[config.mk]
export PLATFORM = sky130hd
export DESIGN_NAME = rs_stream_decoder_t1
export DESIGN_NICKNAME = d
export VERILOG_FILES = /design/src/rtl/rs_stream_decoder_t1.sv
export SDC_FILE = /design/constraint.sdc
export NUM_CORES = 1
export LEC_CHECK = 0
export BUFFER_PORTS_ARGS = -buffer_cell sky130_fd_sc_hd__buf_2
export CORE_ASPECT_RATIO = 0.6
export CORE_UTILIZATION = 65
export CTS_BUF_LIST = sky130_fd_sc_hd__clkbuf_4 sky130_fd_sc_hd__clkbuf_8
export DETAILED_ROUTE_END_ITERATION = 10
export PLACE_DENSITY = 0.87
export SETUP_SLACK_MARGIN = 0.1
export SLEW_MARGIN = 20
export SYNTH_ARGS = -nofsm -noshare
export SYNTH_HDL_FRONTEND = slang
export SYNTH_SLANG_ARGS = --single-unit
[constraint.sdc]
create_clock -name clk -period 3.5 [get_ports clk]
set_clock_uncertainty 0.1 [all_clocks]
set_input_delay 1.05 -clock clk [delete_from_list [all_inputs] [get_ports clk]]
set_output_delay 1.05 -clock clk [all_outputs]
set_load 0.1 [all_outputs]
[src/rtl/rs_stream_decoder_t1.sv]
// Streaming single-symbol-error RS(N,N-2) decoder: Horner syndromes on input, ping-pong
// buffering, and a divider-free Chien-style replay that corrects at most one symbol.
module rs_stream_decoder_t1 #(
  parameter int              SYM_W     = 8,
  parameter int              N         = 18,
  parameter logic [SYM_W:0]  PRIM_POLY = (SYM_W+1)'('h11D)
) (
  input  logic             clk,
  input  logic             reset,
  input  logic             in_valid,
  output logic             in_ready,
  input  logic [SYM_W-1:0] in_data,
  output logic             out_valid,
  input  logic             out_ready,
  output logic [SYM_W-1:0] out_data,
  output logic             out_last,
  output logic [1:0]       out_status
);

  // Handshake: a beat moves on a port exactly in a cycle where valid && ready are both high
  // at the rising edge; the producer holds data stable while valid is high and ready is low.

  function automatic logic [SYM_W-1:0] mul_a(input logic [SYM_W-1:0] x);
    logic [SYM_W:0] t;
    t = {x, 1'b0};
    if (t[SYM_W]) t = t ^ PRIM_POLY;
    return t[SYM_W-1:0];
  endfunction

  function automatic logic [SYM_W-1:0] apow(input int p);
    logic [SYM_W-1:0] r;
    r = SYM_W'(1);
    for (int i = 0; i < p; i++) r = mul_a(r);
    return r;
  endfunction

  // Used only with a constant second operand, so it reduces to a fixed XOR network.
  function automatic logic [SYM_W-1:0] gf_mul(input logic [SYM_W-1:0] x,
                                              input logic [SYM_W-1:0] c);
    logic [SYM_W-1:0] r;
    r = '0;
    for (int i = SYM_W-1; i >= 0; i--) r = mul_a(r) ^ (c[i] ? x : '0);
    return r;
  endfunction

  localparam int Q  = (1 << SYM_W) - 1;
  localparam int CW = (N > 1) ? $clog2(N) : 1;

  localparam logic [SYM_W-1:0] A1        = apow(1);
  localparam logic [SYM_W-1:0] A2        = apow(2);
  localparam logic [SYM_W-1:0] AINV      = apow(Q - 1);
  localparam logic [SYM_W-1:0] A_NM1     = apow(N - 1);
  localparam logic [SYM_W-1:0] A_NEG_NM1 = apow(Q - (N - 1));
  localparam logic [CW-1:0]    J_TOP     = CW'(N - 1);

  localparam logic [0:0] ST_IDLE = 1'b0;
  localparam logic [0:0] ST_RUN  = 1'b1;

  logic [SYM_W-1:0] mem_q [2][N];
  logic [SYM_W-1:0] syn1_q [2];
  logic [SYM_W-1:0] syn2_q [2];

  logic             wb_q, wb_d;
  logic             rb_q, rb_d;
  logic [CW-1:0]    wc_q, wc_d;
  logic [CW-1:0]    j_q, j_d;
  logic [SYM_W-1:0] acc1_q, acc1_d;
  logic [SYM_W-1:0] acc2_q, acc2_d;
  logic [1:0]       full_q, full_d;
  logic [0:0]       state_q, state_d;
  logic [SYM_W-1:0] l_q, l_d;
  logic [SYM_W-1:0] e_q, e_d;
  logic             found_q, found_d;

  logic             in_fire, wr_done, out_fire, run, hit;
  logic [SYM_W-1:0] s1_fin, s2_fin, rd_s1, rd_s2, lb_s1;
  logic             lb, lb_fresh, lb_avail, load_slot;

  assign in_ready  = !reset && !full_q[wb_q];
  assign in_fire   = in_valid && in_ready;
  assign wr_done   = in_fire && (wc_q == '0);
  assign s1_fin    = gf_mul(acc1_q, A1) ^ in_data;
  assign s2_fin    = gf_mul(acc2_q, A2) ^ in_data;

  assign run       = (state_q == ST_RUN);
  assign out_valid = run && !reset;
  assign out_fire  = out_valid && out_ready;
  assign rd_s1     = syn1_q[rb_q];
  assign rd_s2     = syn2_q[rb_q];
  assign hit       = (l_q == rd_s2) && (rd_s1 != '0) && (rd_s2 != '0) && !found_q;

  // The bank to replay next may be completing in this very cycle; take its syndrome
  // straight from the accumulator so the replay starts one cycle after the last symbol.
  assign lb        = run ? ~rb_q : rb_q;
  assign lb_fresh  = wr_done && (wb_q == lb);
  assign lb_avail  = full_q[lb] || lb_fresh;
  assign lb_s1     = lb_fresh ? s1_fin : syn1_q[lb];
  assign load_slot = !run || (out_fire && (j_q == '0));

  always_comb begin
    wb_d    = wb_q;
    wc_d    = wc_q;
    acc1_d  = acc1_q;
    acc2_d  = acc2_q;
    full_d  = full_q;
    rb_d    = rb_q;
    state_d = state_q;
    j_d     = j_q;
    l_d     = l_q;
    e_d     = e_q;
    found_d = found_q;

    if (in_fire) begin
      if (wr_done) begin
        full_d[wb_q] = 1'b1;
        wb_d         = ~wb_q;
        wc_d         = J_TOP;
        acc1_d       = '0;
        acc2_d       = '0;
      end else begin
        wc_d   = wc_q - CW'(1);
        acc1_d = s1_fin;
        acc2_d = s2_fin;
      end
    end

    if (out_fire) begin
      if (j_q == '0) begin
        full_d[rb_q] = 1'b0;
        rb_d         = ~rb_q;
        state_d      = ST_IDLE;
      end else begin
        l_d     = gf_mul(l_q, AINV);
        e_d     = gf_mul(e_q, A1);
        j_d     = j_q - CW'(1);
        found_d = found_q | hit;
      end
    end

    if (load_slot && lb_avail) begin
      state_d = ST_RUN;
      rb_d    = lb;
      j_d     = J_TOP;
      l_d     = gf_mul(lb_s1, A_NM1);
      e_d     = gf_mul(lb_s1, A_NEG_NM1);
      found_d = 1'b0;
    end
  end

  always_ff @(posedge clk) begin
    if (reset) begin
      wb_q      <= 1'b0;
      rb_q      <= 1'b0;
      wc_q      <= J_TOP;
      j_q       <= J_TOP;
      acc1_q    <= '0;
      acc2_q    <= '0;
      full_q    <= '0;
      state_q   <= ST_IDLE;
      l_q       <= '0;
      e_q       <= '0;
      found_q   <= 1'b0;
      syn1_q[0] <= '0;
      syn1_q[1] <= '0;
      syn2_q[0] <= '0;
      syn2_q[1] <= '0;
    end else begin
      wb_q    <= wb_d;
      rb_q    <= rb_d;
      wc_q    <= wc_d;
      j_q     <= j_d;
      acc1_q  <= acc1_d;
      acc2_q  <= acc2_d;
      full_q  <= full_d;
      state_q <= state_d;
      l_q     <= l_d;
      e_q     <= e_d;
      found_q <= found_d;
      if (wr_done) begin
        syn1_q[wb_q] <= s1_fin;
        syn2_q[wb_q] <= s2_fin;
      end
    end
  end

  always_ff @(posedge clk) begin
    if (in_fire) mem_q[wb_q][wc_q] <= in_data;
  end

  assign out_data = out_valid ? (mem_q[rb_q][j_q] ^ (hit ? e_q : '0)) : '0;
  assign out_last = out_valid && (j_q == '0);

  always_comb begin
    out_status = 2'b00;
    if (out_last) begin
      if ((rd_s1 == '0) && (rd_s2 == '0)) out_status = 2'b00;
      else if (found_q || hit)            out_status = 2'b01;
      else                                out_status = 2'b10;
    end
  end

endmodule

## Word level (Yosys, flattened, before mapping)

Memories as Yosys holds them, arrays and structs flattened. A register that Yosys moved wholly into a read port is not among the register bits.
Cells that the tools add are included.

- Flip-flop bits (word level): 48
- Bits in writable memories: 320
- Bits of input ports: 12
- Output and inout bits: 13
- Logic and storage cells: 199
- Memories: 3

Memories:

| name | depth | bits a word | read ports | clocked after memory_dff | wr ports | RTL line | RTL |
|---|---|---|---|---|---|---|---|
| mem_q | 2 | 144 | 1 | 1 | 1 | 59 | `logic [SYM_W-1:0] mem_q [2][N];` |
| syn1_q | 2 | 8 | 2 | 1 | 2 | 60 | `logic [SYM_W-1:0] syn1_q [2];` |
| syn2_q | 2 | 8 | 1 | 1 | 2 | 61 | `logic [SYM_W-1:0] syn2_q [2];` |

- Add/subtract/negate cells: 2
- $lt $le $gt $ge: 8
- Eq/ne operators: 3
- Mux-type cells: 96
- Bitwise gates (word level): 38
- Reduce and logical (&&, ||, !) cells: 38

Operators by type and width:

| operator | count |
|---|---|
| $mux W8 | 35 |
| $mux W144 | 1 |
| $mux W5 | 20 |
| $xor A8 B8 Y8 | 10 |
| $not A4 Y4 | 19 |
| $bmux W8 S5 | 1 |
| $demux W8 S5 | 1 |
| $mux W1 | 29 |
| $logic_and A1 B1 Y1 | 16 |
| $logic_not A8 Y1 | 2 |
| $reduce_bool A8 Y1 | 2 |
| $reduce_or A8 Y1 | 2 |
| $mux W2 | 7 |
| $ge A6 B6 Y1 const B | 2 |
| $not A5 Y6 | 2 |
| $logic_not A5 Y1 | 2 |
| $sub A5 B1 Y5 const B | 2 |
| $eq A8 B8 Y1 | 1 |
| $reduce_and A2 Y1 | 4 |
| $lt A1 B2 Y1 const B | 3 |
| $lt A6 B1 Y1 const B | 1 |
| $logic_not A1 Y1 | 4 |
| $reduce_bool A2 Y1 | 2 |
| $logic_or A1 B1 Y1 | 3 |
| other kinds (10) | 14 |

## Longest topological paths before layout

- Depth in word-level cells: 32
- Mapped depth: 12
- Depth with buffers taken out: 8

## Least setup slack after synthesis

OpenSTA, ideal clock, no wires.

- Kind: reg2out
- From: reg j_q[0]
- To: out out_status[1]
- Arrival time: 5.628 ns
- Required time: 2.350 ns
- Setup slack: -3.278 ns
- Stages on the path, launching flop included: 9
- Path buffers: 2
- Cell sequence: dfxtp_1 clkbuf_1 inv_2 buf_1 ha_1 or4b_2 nor2_1 o21ai_0 nor3_1

- Word-level cells in the longest chain between the ends: 3

Ends and longest elaborated chain:

| item | RTL line | RTL |
|---|---|---|
| start, declared | 66 | `logic [CW-1:0] j_q, j_d;` |
| start signal, assigned | 171 | `j_q <= j_d;` |
| $logic_not A5 Y1 | 191 | `assign out_last = out_valid && (j_q == '0);` |
| $logic_and A1 B1 Y1 | 191 |  |
| via out_last | 16 | `output logic out_last,` |
| $mux W2 | 195 | `if (out_last) begin` |
| end, declared | 17 | `output logic [1:0] out_status` |

The timed path passes the listed nets, and every way through them passes these cells.

==> flow_metrics.tcl <==
set metrics [dict create \
    status "finished with violations" \
    violations "setup timing" \
    drive_above_1_share_pct 34.2 \
    met2_usage_pct 53.4 \
    dp_hpwl_microns 28600 \
    clock_path_buffers 3 \
    dp_cells 1453 \
    drcViolationCount 0 \
    ctsHoldBuffers 0 \
    drv_slew 0 \
    path_clk_slew_ns 0.07 \
    ys_warn_count 0 \
    root_buffer "clkbuf_8" \
    cts.sinks 369 \
    crit_top_cell "buf_4" \
    grt_pass1_vias 10700 \
    place_congestion 0.951 \
    syn-cell-area_sq_um 16200 \
    worstRegToRegCells 9 \
    fin_cells 1585 \
    ys_seq_elements 369 \
    max_slew.worst_pin.slew_ns 1.03 \
    syn_to_final_growth_pct 21.8 \
    crit_path_end_kind "output pin" \
    die_w_microns 206 \
    power_mw 9.13 \
    met3_usage_pct 12.5 \
    overflow 0 \
    vias_per_cell 6.99 \
    port_buffers 24 \
    clk_latency_ns 0.63 \
    crit_chain "buf_4 -> buf_16 -> buf_4 -> mux4_2 -> mux2i_2 -> a32oi_1 -> a22o_1 -> nand4_1 -> nor3b_4 -> buf_12" \
    vias 11100 \
    r2r_end "l_q[2]" \
    met1_usage_pct 54.5 \
    worstPathMaxFanout 11 \
    mostFrequentLayoutCells "edfxtp_1 (320), buf_4 (134), nor2_1 (105)" \
    synth_edf_count 320 \
    cts_tree "built" \
    path_buf_inv 4 \
    start_util_pct 66.7 \
    critPathMaxStageDelay_ns 0.50 \
    critPathArrivalTime_ns 3.28 \
    crit_family "multiplexers" \
    finalCritPeriodShare_pct 127 \
    max-vdd-ir-drop_v 0.000251 \
    dieArea_sq_um 25600 \
    powerDensity_nw_per_um2 462 \
    drt_iter0_markers 1897 \
    grt_max_degree 51 \
    ys.flop_type "edfxtp_1" \
    antenna_cells 0 \
    cp.depth 10 \
    globalRoute.busiestLayer "met1" \
    ant_nets 0 \
    post-route-util_pct 81.2 \
    syn_inst 1037 \
    r2r-start "wc_q[1]" \
    grtUsageTotal_pct 37.2 \
    place_area_sq_um 17900 \
    combPwrFrac_pct 6.8 \
    async_flop_share_pct 0 \
    hold_ws_ns 0.422 \
    post-place-ws_ns -0.319 \
    fmax_mhz 226 \
    fin_ws_ns -0.934 \
    synth_nets 1056 \
    fin_area_sq_um 19800 \
    rsz0062_at_grt "yes" \
    ff2ff_setup_slack_ns 0.52 \
    nets 1241 \
    post_synth_num_cell_types 66 \
    die_h_microns 124 \
    wire_per_inst_microns 30.4 \
    cts_made_buffers 52 \
    setup_viol 11 \
    antenna_found_initial 0 \
    switching_power_mw 2.10 \
    critPathKind "reg -> out" \
    final_common_cell "edfxtp_1" \
    std_cell_rows 44 \
    maxSlewHeadroom_pct 30.6 \
    avgSynthCellArea_sq_um 15.6 \
    swShare_pct 23.0 \
    period_needed_ns 4.43 \
    drt-total-wl_microns 48200 \
    maxCapViolCount 0 \
    crit_required_ns 2.35 \
    p_clk_share_pct 40.2 \
    p_leak_nw 6.76 \
    seq_area_frac_synth_pct 65.3 \
    crit_path_start_kind "flip-flop" \
    crit_end "out_data[7]" \
    pwr-share-seq_pct 53.0 \
    htreeDepth 2 \
    hold_class "reg -> reg" \
    finalSetupTns_ns -8.58 \
    dr.pass1.iters 6 \
    ios 25 \
    grt_pass1_wl_microns 68000 \
    core_sq_um 24300 \
    internal_power_mw 7.03 \
    hold_viol 0 \
    slowest_stage "mux4_2" \
]
## cell usage after synthesis, drive strengths merged (2+ instances only)
cell | instances | share of area, %
nand2 | 42 | 0.97
dfxtp | 49 | 6.0
nor3 | 23 | 0.71
nor4 | 7 | 0.27
a211o | 2 | 0.11
xnor3 | 7 | 0.98
a221oi | 10 | 0.54
nand3b | 2 | 0.092
xor2 | 26 | 1.4
nor2 | 109 | 2.5
and3 | 4 | 0.15
a32oi | 7 | 0.42
or4b | 2 | 0.12
nor2b | 4 | 0.15
nand3 | 12 | 0.37
inv | 10 | 0.23
o21ai | 3 | 0.092
buf | 32 | 1.1
mux2i | 50 | 3.2
xnor2 | 68 | 3.9
mux2 | 6 | 0.42
a211oi | 17 | 0.79
o31ai | 3 | 0.14
nand4 | 7 | 0.27
a21oi | 35 | 1.1
a22o | 8 | 0.44
a2bb2oi | 2 | 0.11
nand2b | 5 | 0.19
and2 | 10 | 0.39
mux4 | 72 | 10
or2 | 2 | 0.077
clkbuf | 32 | 0.74
o221ai | 4 | 0.22
nor3b | 7 | 0.32
a31oi | 7 | 0.27
or4 | 2 | 0.092
o2111ai | 3 | 0.16
edfxtp | 320 | 59
o22ai | 3 | 0.12
ha | 7 | 0.54
a311o | 2 | 0.12
or3 | 5 | 0.23
## how the worst min path moves through the flow
stage                           end  slack [ns]      start  depth (start not counted)
after floorplan           acc1_q[3]        0.37  acc1_q[3]                          2
after global placement    acc1_q[3]        0.38  acc1_q[3]                          2
after detailed placement  acc2_q[3]        0.40  acc2_q[3]                          2
after CTS                 acc1_q[3]        0.42  acc1_q[3]                          2
after global routing      acc2_q[0]        0.44  acc2_q[0]                          2
final                     acc2_q[0]        0.42  acc2_q[0]                          2
## flip-flops by register name (all words and copies together), names as in the netlist, 2 cells and up, named ones only
name and count:
syn2_q 16, mem_q 288, j_q 5, e_q 8
syn1_q 16, acc1_q 8, full_q 2, wc_q 5
l_q 8, acc2_q 8
## power by group through the flow
stage          registers [mW]  clock network [mW]  logic, mW
6_report                 4.84                3.67      0.616
5_1_grt                  4.84                3.84      0.628
3_5_place_dp             4.93                   0      0.556
3_3_place_gp             4.93                   0      0.535
4_1_cts                  4.84                3.64      0.565
2_1_floorplan            4.92                   0      0.349
## layer usage
metal  vias up  wire length, microns
met3       162                  7770
met2      1040                 21100
li1       4383                     -
met5         -                     0
met1      5492                 17700
met4         0                  1590
## worst min-delay path, stage by stage, from the launching register on
cell and delay [ns]:
dfxtp_1 0.34, a21oi_1 0.07, nor2_1 0.08
## cell type report
cell class	count	area, sq um
Clock inverter	15	148
Multi-Input combinational cell	594	5680
Tap cell	322	403
Clock buffer	80	970
Inverter	10	50.0
Fill cell	1098	4570
Sequential cell	369	10600
Timing Repair Buffer	195	1920
## cell families after synthesis
kind of cell | Yosys count | share of synthesized area, %
adder cells (fa/ha/maj) | 7 | 0.540
AND/OR/NAND/NOR | 247 | 7.26
multiplexers | 128 | 13.6
flip-flops | 369 | 65.3
XOR/XNOR | 102 | 6.48
AO/OA/AOI/OAI | 110 | 4.80
buffers and inverters | 74 | 2.05
## timing repair
item,4_1_cts,5_1_grt
pin swaps,19,19
cloned,5,0
resized for setup,49,34
setup buffers,23,11
endpoints found under the setup margin,12,11
No activity file was read; power rests on OpenSTA's default activity.
